**src/rtl/display_frame_sequencer.sv**
```systemverilog
// rtl/display_frame_sequencer.sv - sequences power-up, init list and framebuffer pushes onto the SPI byte engine
module display_frame_sequencer #(
  parameter int POWERUP_CYCLES = 50_000,
  parameter int FRAME_BYTES    = 1024,
  parameter int ADDR_W         = 10,
  parameter int REFRESH_CYCLES = 2_500_000
) (
  input  logic              clk,
  input  logic              rst,
  input  logic              frame_req,
  output logic              tx_valid,
  input  logic              tx_ready,
  output logic [7:0]        tx_data,
  output logic              tx_dc,
  output logic              fb_rd,
  output logic [ADDR_W-1:0] fb_addr,
  input  logic [7:0]        fb_data,
  output logic              init_done,
  output logic              busy,
  output logic              frame_done
);

  typedef enum logic [2:0] {
    PWRUP, INIT, IDLE, WINDOW, FETCH, CAPTURE, SEND, DONE
  } state_t;

  localparam int PW = (POWERUP_CYCLES > 1) ? $clog2(POWERUP_CYCLES) : 1;
  localparam int RW = (REFRESH_CYCLES > 1) ? $clog2(REFRESH_CYCLES) : 1;
  localparam logic [PW-1:0]     PWR_LAST = PW'(POWERUP_CYCLES - 1);
  localparam logic [PW-1:0]     PWR_ONE  = PW'(1);
  localparam logic [RW-1:0]     REF_LAST = RW'(REFRESH_CYCLES - 1);
  localparam logic [RW-1:0]     REF_ONE  = RW'(1);
  localparam logic [ADDR_W-1:0] PIX_LAST = ADDR_W'(FRAME_BYTES - 1);
  localparam logic [ADDR_W-1:0] PIX_ONE  = ADDR_W'(1);

  state_t            state;
  logic [PW-1:0]     pwr_cnt;
  logic [RW-1:0]     ref_cnt;
  logic [2:0]        byte_idx;
  logic [ADDR_W-1:0] pix_idx;
  logic              pending;

  logic accept;
  logic ref_wrap;
  logic req;
  logic take;

  function automatic logic [7:0] init_byte(input logic [2:0] i);
    case (i)
      3'd0:    init_byte = 8'hAE;
      3'd1:    init_byte = 8'h20;
      3'd2:    init_byte = 8'h00;
      3'd3:    init_byte = 8'h8D;
      3'd4:    init_byte = 8'h14;
      3'd5:    init_byte = 8'hA1;
      3'd6:    init_byte = 8'hC8;
      default: init_byte = 8'hAF;
    endcase
  endfunction

  function automatic logic [7:0] window_byte(input logic [2:0] i);
    case (i)
      3'd0:    window_byte = 8'h21;
      3'd1:    window_byte = 8'h00;
      3'd2:    window_byte = 8'h7F;
      3'd3:    window_byte = 8'h22;
      3'd4:    window_byte = 8'h00;
      3'd5:    window_byte = 8'h07;
      default: window_byte = 8'h00;
    endcase
  endfunction

  assign accept   = tx_valid && tx_ready;
  assign ref_wrap = init_done && (ref_cnt == REF_LAST);
  assign req      = init_done && (frame_req || ref_wrap);
  assign take     = (state == IDLE) && pending;
  assign busy     = (state != IDLE);

  always_ff @(posedge clk) begin
    if (rst) begin
      ref_cnt <= '0;
    end else if (init_done) begin
      ref_cnt <= ref_wrap ? '0 : ref_cnt + REF_ONE;
    end
  end

  // A request landing in the same cycle the flag is consumed must survive.
  always_ff @(posedge clk) begin
    if (rst) begin
      pending <= 1'b0;
    end else if (take) begin
      pending <= req;
    end else if (req) begin
      pending <= 1'b1;
    end
  end

  always_ff @(posedge clk) begin
    if (rst) begin
      state      <= PWRUP;
      pwr_cnt    <= '0;
      byte_idx   <= '0;
      pix_idx    <= '0;
      tx_valid   <= 1'b0;
      tx_data    <= 8'h00;
      tx_dc      <= 1'b0;
      fb_rd      <= 1'b0;
      fb_addr    <= '0;
      init_done  <= 1'b0;
      frame_done <= 1'b0;
    end else begin
      frame_done <= 1'b0;
      fb_rd      <= 1'b0;
      case (state)
        PWRUP: begin
          if (pwr_cnt == PWR_LAST) begin
            state    <= INIT;
            byte_idx <= 3'd0;
            tx_valid <= 1'b1;
            tx_dc    <= 1'b0;
            tx_data  <= init_byte(3'd0);
          end else begin
            pwr_cnt <= pwr_cnt + PWR_ONE;
          end
        end
        INIT: begin
          if (accept) begin
            if (byte_idx == 3'd7) begin
              tx_valid  <= 1'b0;
              init_done <= 1'b1;
              state     <= IDLE;
            end else begin
              byte_idx <= byte_idx + 3'd1;
              tx_data  <= init_byte(byte_idx + 3'd1);
            end
          end
        end
        IDLE: begin
          if (pending) begin
            state    <= WINDOW;
            byte_idx <= 3'd0;
            tx_valid <= 1'b1;
            tx_dc    <= 1'b0;
            tx_data  <= window_byte(3'd0);
          end
        end
        WINDOW: begin
          if (accept) begin
            if (byte_idx == 3'd5) begin
              tx_valid <= 1'b0;
              pix_idx  <= '0;
              fb_rd    <= 1'b1;
              fb_addr  <= '0;
              state    <= FETCH;
            end else begin
              byte_idx <= byte_idx + 3'd1;
              tx_data  <= window_byte(byte_idx + 3'd1);
            end
          end
        end
        FETCH: begin
          state <= CAPTURE;
        end
        CAPTURE: begin
          tx_data  <= fb_data;
          tx_dc    <= 1'b1;
          tx_valid <= 1'b1;
          state    <= SEND;
        end
        SEND: begin
          if (accept) begin
            tx_valid <= 1'b0;
            if (pix_idx == PIX_LAST) begin
              frame_done <= 1'b1;
              state      <= DONE;
            end else begin
              pix_idx <= pix_idx + PIX_ONE;
              fb_rd   <= 1'b1;
              fb_addr <= pix_idx + PIX_ONE;
              state   <= FETCH;
            end
          end
        end
        DONE: begin
          state <= IDLE;
        end
        default: begin
          state <= PWRUP;
        end
      endcase
    end
  end

endmodule

```
**config.mk**
```make
export PLATFORM = sky130hd
export DESIGN_NAME = display_frame_sequencer
export DESIGN_NICKNAME = d
export VERILOG_FILES = /design/src/rtl/display_frame_sequencer.sv
export SDC_FILE = /design/constraint.sdc
export NUM_CORES = 1
export LEC_CHECK = 0
export ABC_AREA = 1
export CORE_ASPECT_RATIO = 2
export CORE_MARGIN = 2
export CORE_UTILIZATION = 53
export DETAILED_ROUTE_END_ITERATION = 8
export PLACE_DENSITY = 0.84
export SLEW_MARGIN = 20
export SYNTH_ARGS = -nofsm -noshare
export SYNTH_HDL_FRONTEND = slang
export SYNTH_SLANG_ARGS = --single-unit
```
**constraint.sdc**
```tcl
create_clock -name clk -period 1.7 [get_ports clk]
set_input_delay 0.425 -clock clk [delete_from_list [all_inputs] [get_ports clk]]
set_output_delay 0.425 -clock clk [all_outputs]
set_load 0.1 [all_outputs]
```
==> results of run 1 <==
area by class of cell:
cell class	count	area, um2	share of cell area (%)
Multi-Input combinational cell	492	2600	46.2
Sequential cell	68	1400	24.8
Timing Repair Buffer	69	887	15.8
Inverter	77	298	5.29
Clock buffer	11	243	4.31
Tap cell	96	120	2.13
Clock inverter	5	83.8	1.49
cells in the final DEF (no fill, tap or decap), types with 3 or more instances in the layout:
master and instances:
buf_12 27, xnor2_1 3, clkbuf_16 9, ha_2 3
dfxtp_1 47, xor2_1 8, nor3b_1 4, o21ai_0 13
buf_4 30, o21ai_1 3, dfxtp_4 4, nand3b_1 3
a21oi_1 29, nand2_4 4, nor3_1 10, dfxtp_2 17
nand2_2 19, nand3_1 51, clkinvlp_4 3, nand4_1 18
ha_1 5, ha_4 4, inv_2 10, a21oi_2 5
nor2_2 9, nor2_4 7, nor2_1 93, inv_1 63
nand2_1 179, nor4_1 3, clkdlybuf4s50_1 11
through the flow:
stage          cells  hold slack (ns)  setup TNS (ns)  power, mW
2_1_floorplan    649            0.445               0       3.46
3_3_place_gp     798            0.461           -1.35       4.18
3_5_place_dp     798            0.468           -2.53       4.23
4_1_cts          816            0.476               0       6.34
5_1_grt          818            0.491          -0.230       6.81
6_report         818            0.494               0       6.52
power breakdown:
group | total, mW | switching, mW | internal, mW
combinational | 2.60 | 1.59 | 1.01
clock | 2.04 | 0.707 | 1.33
sequential | 1.89 | 0.164 | 1.73
worst min-delay path by stage:
stage / end / slack, ns / cells past startpoint / from
floorplan: pending / 0.45 / 2 / pending
CTS: pending / 0.48 / 2 / pending
global route: pending / 0.49 / 2 / pending
detailed placement: pending / 0.47 / 2 / pending
finish: pending / 0.49 / 2 / pending
global placement: pending / 0.46 / 2 / pending
worst min-delay path: stages, from the launching register on:
cell and delay (ns):
dfxtp_1 0.31, nand2_1 0.08, a21oi_1 0.06
routing by layer:
| layer | part of all wire (%) | wire, um |
|---|---|---|
| met5 | 0 | 0 |
| met4 | 3.0 | 350 |
| met3 | 5.5 | 647 |
| met2 | 53 | 6190 |
| met1 | 38 | 4490 |
repair_timing:
| action | in CTS | in global routing |
|---|---|---|
| setup endpoints to repair | 2 | 49 |
| resized for setup | 6 | 34 |
| pin swaps | 2 | 15 |
| buffers inserted | 2 | 2 |
| hold endpoints to repair | 0 | 0 |
logic make-up (layout without fill, tap and decap cells):
logic type	count (synthesis)	count (layout)
compound gates	59	59
xor+xnor	11	11
fa+ha+maj	12	12
buf+inv	89	162
flops	68	68
simple gates	410	410
state kept, by name, summed over array words and instances, names as in the netlist:
name and count:
tx_data 8, fb_rd 1, ref_cnt 22, pix_idx 10
byte_idx 3, tx_dc 1, init_done 1, frame_done 1
pwr_cnt 16, state 3, tx_valid 1, pending 1
==> impl_metrics.csv, run 1 <==
group,metric,value,unit
place,placed_area,5140,um2
status,status,"finished, final reports clean",
global_routing,grt_pass1_wl,18.8,mm
worst_setup_path,arrival,1.92,ns
global_routing,grt_use_met2,48.5,%
global_routing,antenna_found_initial,0,
worst_setup_path,r2r_slack,0.01,ns
cts,clkTransAtPathRegs,0.06,ns
global_routing,grt_use_total,27.5,%
synthesis,ys_top_cells_by_area,"dfxtp_1 32%, nand2_1 16%, nor2_1 8.7%, nand3_1 6.0%, inv_1 5.9%",
global_routing,grt_remaining_overflow,0,
route,drc,0,
sta,setup_violations,0,
place,port_buffers,35,
cells_and_area,antennaDiodeCount,0,
worst_setup_path,reg2reg_from,"byte_idx[0]",
synthesis,ys_ff_latch,68,
synthesis,synth_top_area_share,32.1,%
floorplanning,core-area,7830,um2
floorplanning,chipWidth,67.2,um
worst_setup_path,worstPathMaxFanout,4,
worst_setup_path,critPathSlowestCell,"dfxtp_2",
global_routing,top_usage_layer,"met2",
sta,timing.final.crit_share,99.4,%
route,first_pass_iters,5,
cells_and_area,fin_area,5630,um2
synthesis,synth-xor-area-share,2.27,%
floorplanning,start_util,54.1,%
worst_setup_path,cp_cell_sequence,"ha_2 -> ha_4 -> inv_2 -> nand2_1 -> buf_4 -> nand3_1 -> a22oi_2 -> nand3_1 -> nor2_1 -> nor2_1",
cells_and_area,fill_cells,553,
global_routing,grt_pass1_vias,4264,
place,place_ws,-0.181,ns
min_path,hold_path_class,"reg2reg",
cts,cts_num_sinks,68,
synthesis,synth.most_common_cell,"nand2_1",
run,cap_viol_max_count,0,
worst_setup_path,crit_cells,10,
floorplanning,ios,36,
synthesis,synth_adder_area_share,3.54,%
sta,worst_slew_pin_slew,0.436,ns
synthesis,synth_compound_area_share,8.41,%
global_routing,grtUsageMet1,31.1,%
floorplanning,die_area,8770,um2
worst_setup_path,cp-startpoint,"byte_idx[0]",
synthesis,syn_area,4240,um2
power,peakVddDrop,0.931,mV
cells_and_area,finish.utilization,71.9,%
cells_and_area,synthToLayoutAreaGrowth,32.9,%
sta,setup_ws,0.00993,ns
synthesis,synth_simple_gate_area_share,44.5,%
route,vias_per_cell,5.50,
cts,cts_tree,"built",
route,drt-initial-drc-count,513,
sta,max-slew-margin-rel,70.6,%
worst_setup_path,start_kind,"flop",
synthesis,syn_nets,673,
cts,clk_latency,0.34,ns
sta,slew_violations,0,
synthesis,synth_common_cells,"186 x nand2_1, 98 x nor2_1, 68 x dfxtp_1, 67 x inv_1, 51 x nand3_1",
route,routedWlPerCell,14.3,um
worst_setup_path,crit_path_end_kind,"flop",
synthesis,yosys.area.top_type,"dfxtp_1",
power,p_leak,2.25,nW
sta,fin_skew,0.00773,ns
cts,hold_buffers,0,
worst_setup_path,reg2reg_to,"tx_data[0]",
sta,rsz0062_at_grt,"true",
route,drt_wl_total,11.7,mm
synthesis,synthFlopType,"dfxtp_1",
worst_setup_path,max_stage_delay,0.33,ns
power,p_per_area,1160,nW/um2
worst_setup_path,worst-path-buf-inv,2,
synthesis,muxShareOfSynthArea,0,%
place,hpwl,8.00,mm
worst_setup_path,cp_top_family,"simple AND/OR/NAND/NOR gates",
floorplanning,num_rows,46,
synthesis,synth_cell_types,42,
global_routing,grt_max_degree,23,
synthesis,synth_enable_flop_cells,0,
place,place_congestion,0.939,
sta,fin_crit,1.69,ns
route,via_count,4503,
cts,cts_buffer_depth,2,
worst_setup_path,setup.worst_path.end,"tx_data[0]",
sta,finalHoldViolCount,0,
route,ant_nets,0,
synthesis,seq_area_frac_synth,32.1,%
synthesis,synth_top_family_by_area,"simple AND/OR/NAND/NOR gates",
synthesis,syn_inst,649,
cts,cts_buffers,9,
floorplanning,dieHeight,130,um
cts,cts-root-buf,"clkbuf_16",
synthesis,async_reset_ff_share,0,%
cts,h-tree-depth,3,
cells_and_area,drive_above_1_share,23.7,%
synthesis,yosys_warnings,0,
global_routing,grtUsageMet3,4.11,%
cells_and_area,nNetsFinal,741,
sta,fmax,592,MHz
worst_setup_path,worstPathRequired,1.93,ns
worst_setup_path,path_class,"reg2reg",
worst_setup_path,r2r_cells,10,
synthesis,syn_avg_cell_area,6.53,um2
No activity file was read; power rests on OpenSTA's default activity.
==> inputs of run 2 (changes only) <==
Settings changed: RECOVER_POWER set to 25.
==> impl_metrics.csv, run 2 (synthesis gave the netlist of run 1 again) <==
group,metric,value,unit
cts,cts_buffers,9,
global_routing,grt_max_degree,23,
worst_setup_path,critPathSlowestCell,"dfxtp_2",
cts,hold_buffers,0,
cts,clkTransAtPathRegs,0.06,ns
worst_setup_path,path_class,"reg2reg",
cells_and_area,drive_above_1_share,23.7,%
sta,worst_slew_pin_slew,0.563,ns
sta,rsz0062_at_grt,"true",
global_routing,grt_use_total,27.5,%
place,hpwl,8.00,mm
power,p_leak,2.19,nW
cells_and_area,antennaDiodeCount,0,
cells_and_area,largestRegisters,"ref_cnt (22), pwr_cnt (16), pix_idx (10)",
route,routedWlPerCell,14.3,um
route,wl_met3,664,um
place,place_congestion,0.939,
global_routing,grt_pass1_wl,18.8,mm
cells_and_area,largest_reg_flops,22,
cells_and_area,top_register,"ref_cnt",
floorplanning,dieHeight,130,um
route,vias_per_cell,5.51,
route,drt-initial-drc-count,488,
min_path,min-delay-start,"tx_dc",
worst_setup_path,cp_top_family,"simple AND/OR/NAND/NOR gates",
worst_setup_path,worstPathRequired,1.93,ns
sta,max-slew-margin-rel,62.5,%
route,drc,0,
sta,setup_violations,0,
sta,finalHoldViolCount,0,
worst_setup_path,r2r_cells,10,
global_routing,grt_pass1_vias,4264,
floorplanning,num_rows,46,
cts,cts_buffer_depth,2,
worst_setup_path,r2r_slack,0.002,ns
min_path,hold_path_end,"tx_dc",
route,via_count,4508,
worst_setup_path,max_stage_delay,0.33,ns
worst_setup_path,reg2reg_from,"byte_idx[0]",
global_routing,antenna_found_initial,0,
worst_setup_path,start_kind,"flop",
route,highest_layer,"met4",
cts,cts_num_sinks,68,
floorplanning,core-area,7830,um2
worst_setup_path,cp_cell_sequence,"ha_2 -> ha_4 -> inv_2 -> nand2_1 -> buf_4 -> nand3_1 -> a22oi_2 -> nand3_1 -> nor2_1 -> nor2_1",
min_path,hold_path_class,"reg2reg",
cells_and_area,most-common-layout-cells,"179 x nand2_1, 93 x nor2_1, 63 x inv_1",
cts,cts-root-buf,"clkbuf_16",
sta,slew_violations,0,
run,cap_viol_max_count,0,
route,ant_nets,0,
floorplanning,die_area,8770,um2
cts,cts_tree,"built",
min_path,hold_depth,2,
worst_setup_path,crit_path_end_kind,"flop",
route,wl_met2,6.14,mm
route,route.layer.met1.wl,4.53,mm
cells_and_area,instances_no_fill,818,
sta,fmax,589,MHz
global_routing,grt_remaining_overflow,0,
floorplanning,start_util,54.1,%
route,first_pass_iters,7,
worst_setup_path,worstPathMaxFanout,4,
worst_setup_path,worst-path-buf-inv,2,
sta,fin_crit,1.70,ns
power,p_per_area,1170,nW/um2
floorplanning,chipWidth,67.2,um
route,drt_wl_total,11.7,mm
sta,fin_skew,0.00747,ns
cts,h-tree-depth,3,
status,status,"finished, final reports clean",
worst_setup_path,reg2reg_to,"tx_data[0]",
cts,clk_latency,0.34,ns
sta,timing.final.crit_share,99.9,%
power,peakVddDrop,0.914,mV
place,dp_cells,798,
cells_and_area,nNetsFinal,741,
sta,whs,0.475,ns
floorplanning,ios,36,
cells_and_area,synthToLayoutAreaGrowth,27.0,%
worst_setup_path,arrival,1.93,ns
place,port_buffers,35,
cells_and_area,final_common_cell,"nand2_1",
## run 2: cell count changes in the layout (fill, tap and decap cells not counted), sizes merged
cell and change:
dlygate4sd3 +1, clkdlybuf4s50 -1, buf -14, clkbuf +14
## run 2: worst max path at each step
stage	from	end	slack (ns)	cells past startpoint
floorplan	init_done	ref_cnt[17]	0.05	8
global placement	tx_ready	tx_data[0]	-0.11	8
detailed placement	tx_ready	tx_data[0]	-0.18	8
CTS	state[2]	busy	0.004	3
global route	byte_idx[1]	tx_data[6]	-0.06	11
finish	byte_idx[0]	tx_data[0]	0.002	10
## run 2: timing repair
item / in CTS / in global routing
pin swaps: 2 / 15
buffers inserted: 2 / 2
setup endpoints to repair: 2 / 49
resized for setup: 6 / 34
## run 2: per-layer routing
layer,up-vias,track usage [%]
li1,2211,-
met1,2058,31.1
met2,195,48.5
met3,44,4.11
met4,0,14.6
met5,-,0
## run 2: worst min-delay path: stages (launching register included)
cell and delay, ns:
dfxtp_1 0.31, nand2_1 0.06, a21oi_1 0.06
## run 2: cell type report
class | instances | area (um2)
repair buffers | 69 | 639
fillers | 588 | 2440
clock buffers | 11 | 243
well taps | 96 | 120
multi-input cells | 492 | 2600
flip-flops and latches | 68 | 1400
inverters | 77 | 298
clock inverters | 5 | 83.8
## run 2: per-stage QoR
step | worst slack, ns | power [mW] | util [%] | instance area (um2) | setup TNS [ns]
3_3_place_gp | -0.106 | 4.18 | 65.7 | 5140 | -1.35
2_1_floorplan | 0.0470 | 3.46 | - | 4280 | 0
5_1_grt | -0.0604 | 6.59 | 68.8 | 5380 | -0.229
6_report | 0.00234 | 6.31 | 68.8 | 5380 | 0
3_5_place_dp | -0.181 | 4.23 | 65.7 | 5140 | -2.53
4_1_cts | 0.00386 | 6.34 | 70.4 | 5510 | 0
## run 2: power by group
group          internal [mW]  switching, mW  total, mW
combinational          0.823           1.60       2.42
sequential              1.73          0.130       1.86
clock                   1.33          0.709       2.04
==> inputs of run 3 (changes only) <==
Settings changed: CAP_MARGIN set to 20, GPL_TIMING_DRIVEN set to 0.
==> impl_metrics.csv, run 3 (synthesis gave the netlist of run 1 again) <==
group,metric,value,unit
cells_and_area,instances_no_fill,820,
cells_and_area,largest_reg_flops,22,
cts,cts_tree,"built",
worst_setup_path,path_class,"reg2reg",
cts,clkTransAtPathRegs,0.05,ns
route,vias_per_cell,5.56,
worst_setup_path,cp-startpoint,"byte_idx[0]",
global_routing,grt_remaining_overflow,0,
sta,finalHoldViolCount,0,
worst_setup_path,crit_path_end_kind,"flop",
floorplanning,ios,36,
cells_and_area,fill_cells,608,
sta,rsz0062_at_grt,"true",
worst_setup_path,arrival,1.96,ns
route,drc,0,
worst_setup_path,r2r_slack,-0.04,ns
sta,timing.final.crit_share,102,%
cts,h-tree-depth,3,
place,dp_cells,780,
cells_and_area,drive_above_1_share,24.6,%
worst_setup_path,worstPathMaxFanout,7,
cts,cts_buffer_depth,2,
global_routing,antenna_found_initial,0,
floorplanning,chipWidth,67.2,um
min_path,hold_path_class,"reg2reg",
place,port_buffers,35,
sta,setup_violations,5,
cells_and_area,top_register,"ref_cnt",
route,routedWlPerCell,14.6,um
global_routing,grt_use_total,25.5,%
status,violations,"negative setup slack",
run,cap_viol_max_count,0,
cts,hold_buffers,0,
worst_setup_path,reg2reg_from,"byte_idx[0]",
cts,cts_num_sinks,68,
cells_and_area,regArea,1410,um2
cells_and_area,nNetsFinal,744,
cts,cts_buffers,9,
route,drt_wl_total,12.0,mm
cells_and_area,synthToLayoutAreaGrowth,27.9,%
power,seq_power_share,30.2,%
route,ant_nets,0,
cells_and_area,antennaDiodeCount,0,
global_routing,grt_pass1_wl,17.4,mm
floorplanning,start_util,54.1,%
power,combPwrFrac,40.1,%
floorplanning,dieHeight,130,um
cells_and_area,final_common_cell,"nand2_1",
min_path,min-delay-start,"tx_dc",
route,first_pass_iters,5,
cells_and_area,multi_input_area,2680,um2
place,place_ws,-0.625,ns
power,p_per_area,1150,nW/um2
sta,fin_skew,0.00562,ns
sta,worst_slew_pin_slew,0.611,ns
cts,clk_latency,0.34,ns
power,switchingPower,2.51,mW
sta,slew_violations,0,
cells_and_area,most-common-layout-cells,"176 x nand2_1, 93 x nor2_1, 63 x inv_1",
route,via_count,4560,
power,switching_share,40.3,%
status,status,"complete, but fails checks",
cells_and_area,largestRegisters,"ref_cnt (22), pwr_cnt (16), pix_idx (10)",
power,p_clk_share,29.7,%
power,peakVddDrop,0.843,mV
power,p_leak,2.18,nW
sta,setup_ws,-0.0421,ns
cts,cts-root-buf,"clkbuf_16",
global_routing,grt_pass1_vias,3920,
floorplanning,core-area,7830,um2
sta,setup-tns-final,-0.117,ns
sta,fin_crit,1.74,ns
worst_setup_path,worstPathRequired,1.92,ns
power,power,6.22,mW
power,p_int,3.71,mW
floorplanning,die_area,8770,um2
global_routing,grt_max_degree,12,
sta,fmax,574,MHz
worst_setup_path,start_kind,"flop",
place,place_congestion,0.942,
route,drt-initial-drc-count,695,
place,hpwl,7.16,mm
floorplanning,num_rows,46,
sta,max-slew-margin-rel,59.3,%
## run 3: cell types whose count changed in the layout (fill, tap and decap cells not counted), sizes merged
cell	previous run	this run
clkdlybuf4s18	0	2
clkdlybuf4s15	0	13
buf	44	40
inv	76	75
clkbuf	25	15
bufinv	2	1
clkdlybuf4s50	10	11
clkinv	1	4
clkinvlp	3	2
nand3	54	55
dlygate4sd3	1	0
## run 3: what timing repair did
action,4_1_cts,5_1_grt
gates resized for setup,113,52
gates cloned,2,2
setup endpoints to repair,60,50
buffers inserted,2,19
pin swaps,2,15
hold endpoints to repair,0,0
## run 3: cell type report
cell class,count,share of cell area [%]
flip-flops and latches,68,25.9
inverters,77,5.70
multi-input cells,493,49.4
clock inverters,5,0.969
well taps,96,2.22
plain buffers,12,1.85
clock buffers,10,4.41
repair buffers,59,9.51
## run 3: path summary, 6_finish.rpt
kind,to,depth (start not counted)
worst max-delay path,tx_data[5],9
worst max register to register,tx_data[5],9
worst min register to register,tx_dc,2
worst min-delay path,tx_dc,2
## run 3: power groups by stage
| stage | Combinational (mW) | Clock, mW | Sequential, mW |
|---|---|---|---|
| 5_1_grt | 2.68 | 1.92 | 1.89 |
| 3_3_place_gp | 2.01 | 0 | 1.84 |
| 6_report | 2.49 | 1.85 | 1.88 |
| 2_1_floorplan | 1.20 | 0 | 2.26 |
| 3_5_place_dp | 2.05 | 0 | 1.84 |
| 4_1_cts | 2.17 | 1.86 | 1.83 |
## run 3: worst max-delay path: stages, from the launching register on
cell,delay (ns)
dfxtp_4,0.43
clkinvlp_4,0.19
buf_4,0.18
ha_1,0.21
nand2_2,0.11
nand3_1,0.09
nand2_1,0.07
nand4_1,0.10
nor2_1,0.18
nor2_1,0.08
## run 3: per-layer routing
| layer | track usage [%] | vias to the layer above | share of wire [%] |
|---|---|---|---|
| li1 | - | 2222 | - |
| met1 | 31.5 | 2050 | 40 |
| met2 | 42.4 | 235 | 49 |
| met3 | 4.62 | 53 | 7.4 |
| met4 | 11.5 | 0 | 3.8 |
| met5 | 0 | - | 0 |
## run 3: metrics by stage
| step | hold slack [ns] | util, % | area (um2) |
|---|---|---|---|
| 2_1_floorplan | 0.445 | - | 4280 |
| 3_3_place_gp | 0.454 | 60.6 | 4750 |
| 3_5_place_dp | 0.460 | 60.6 | 4750 |
| 4_1_cts | 0.469 | 65.5 | 5120 |
| 5_1_grt | 0.501 | 69.3 | 5420 |
| 6_report | 0.471 | 69.3 | 5420 |
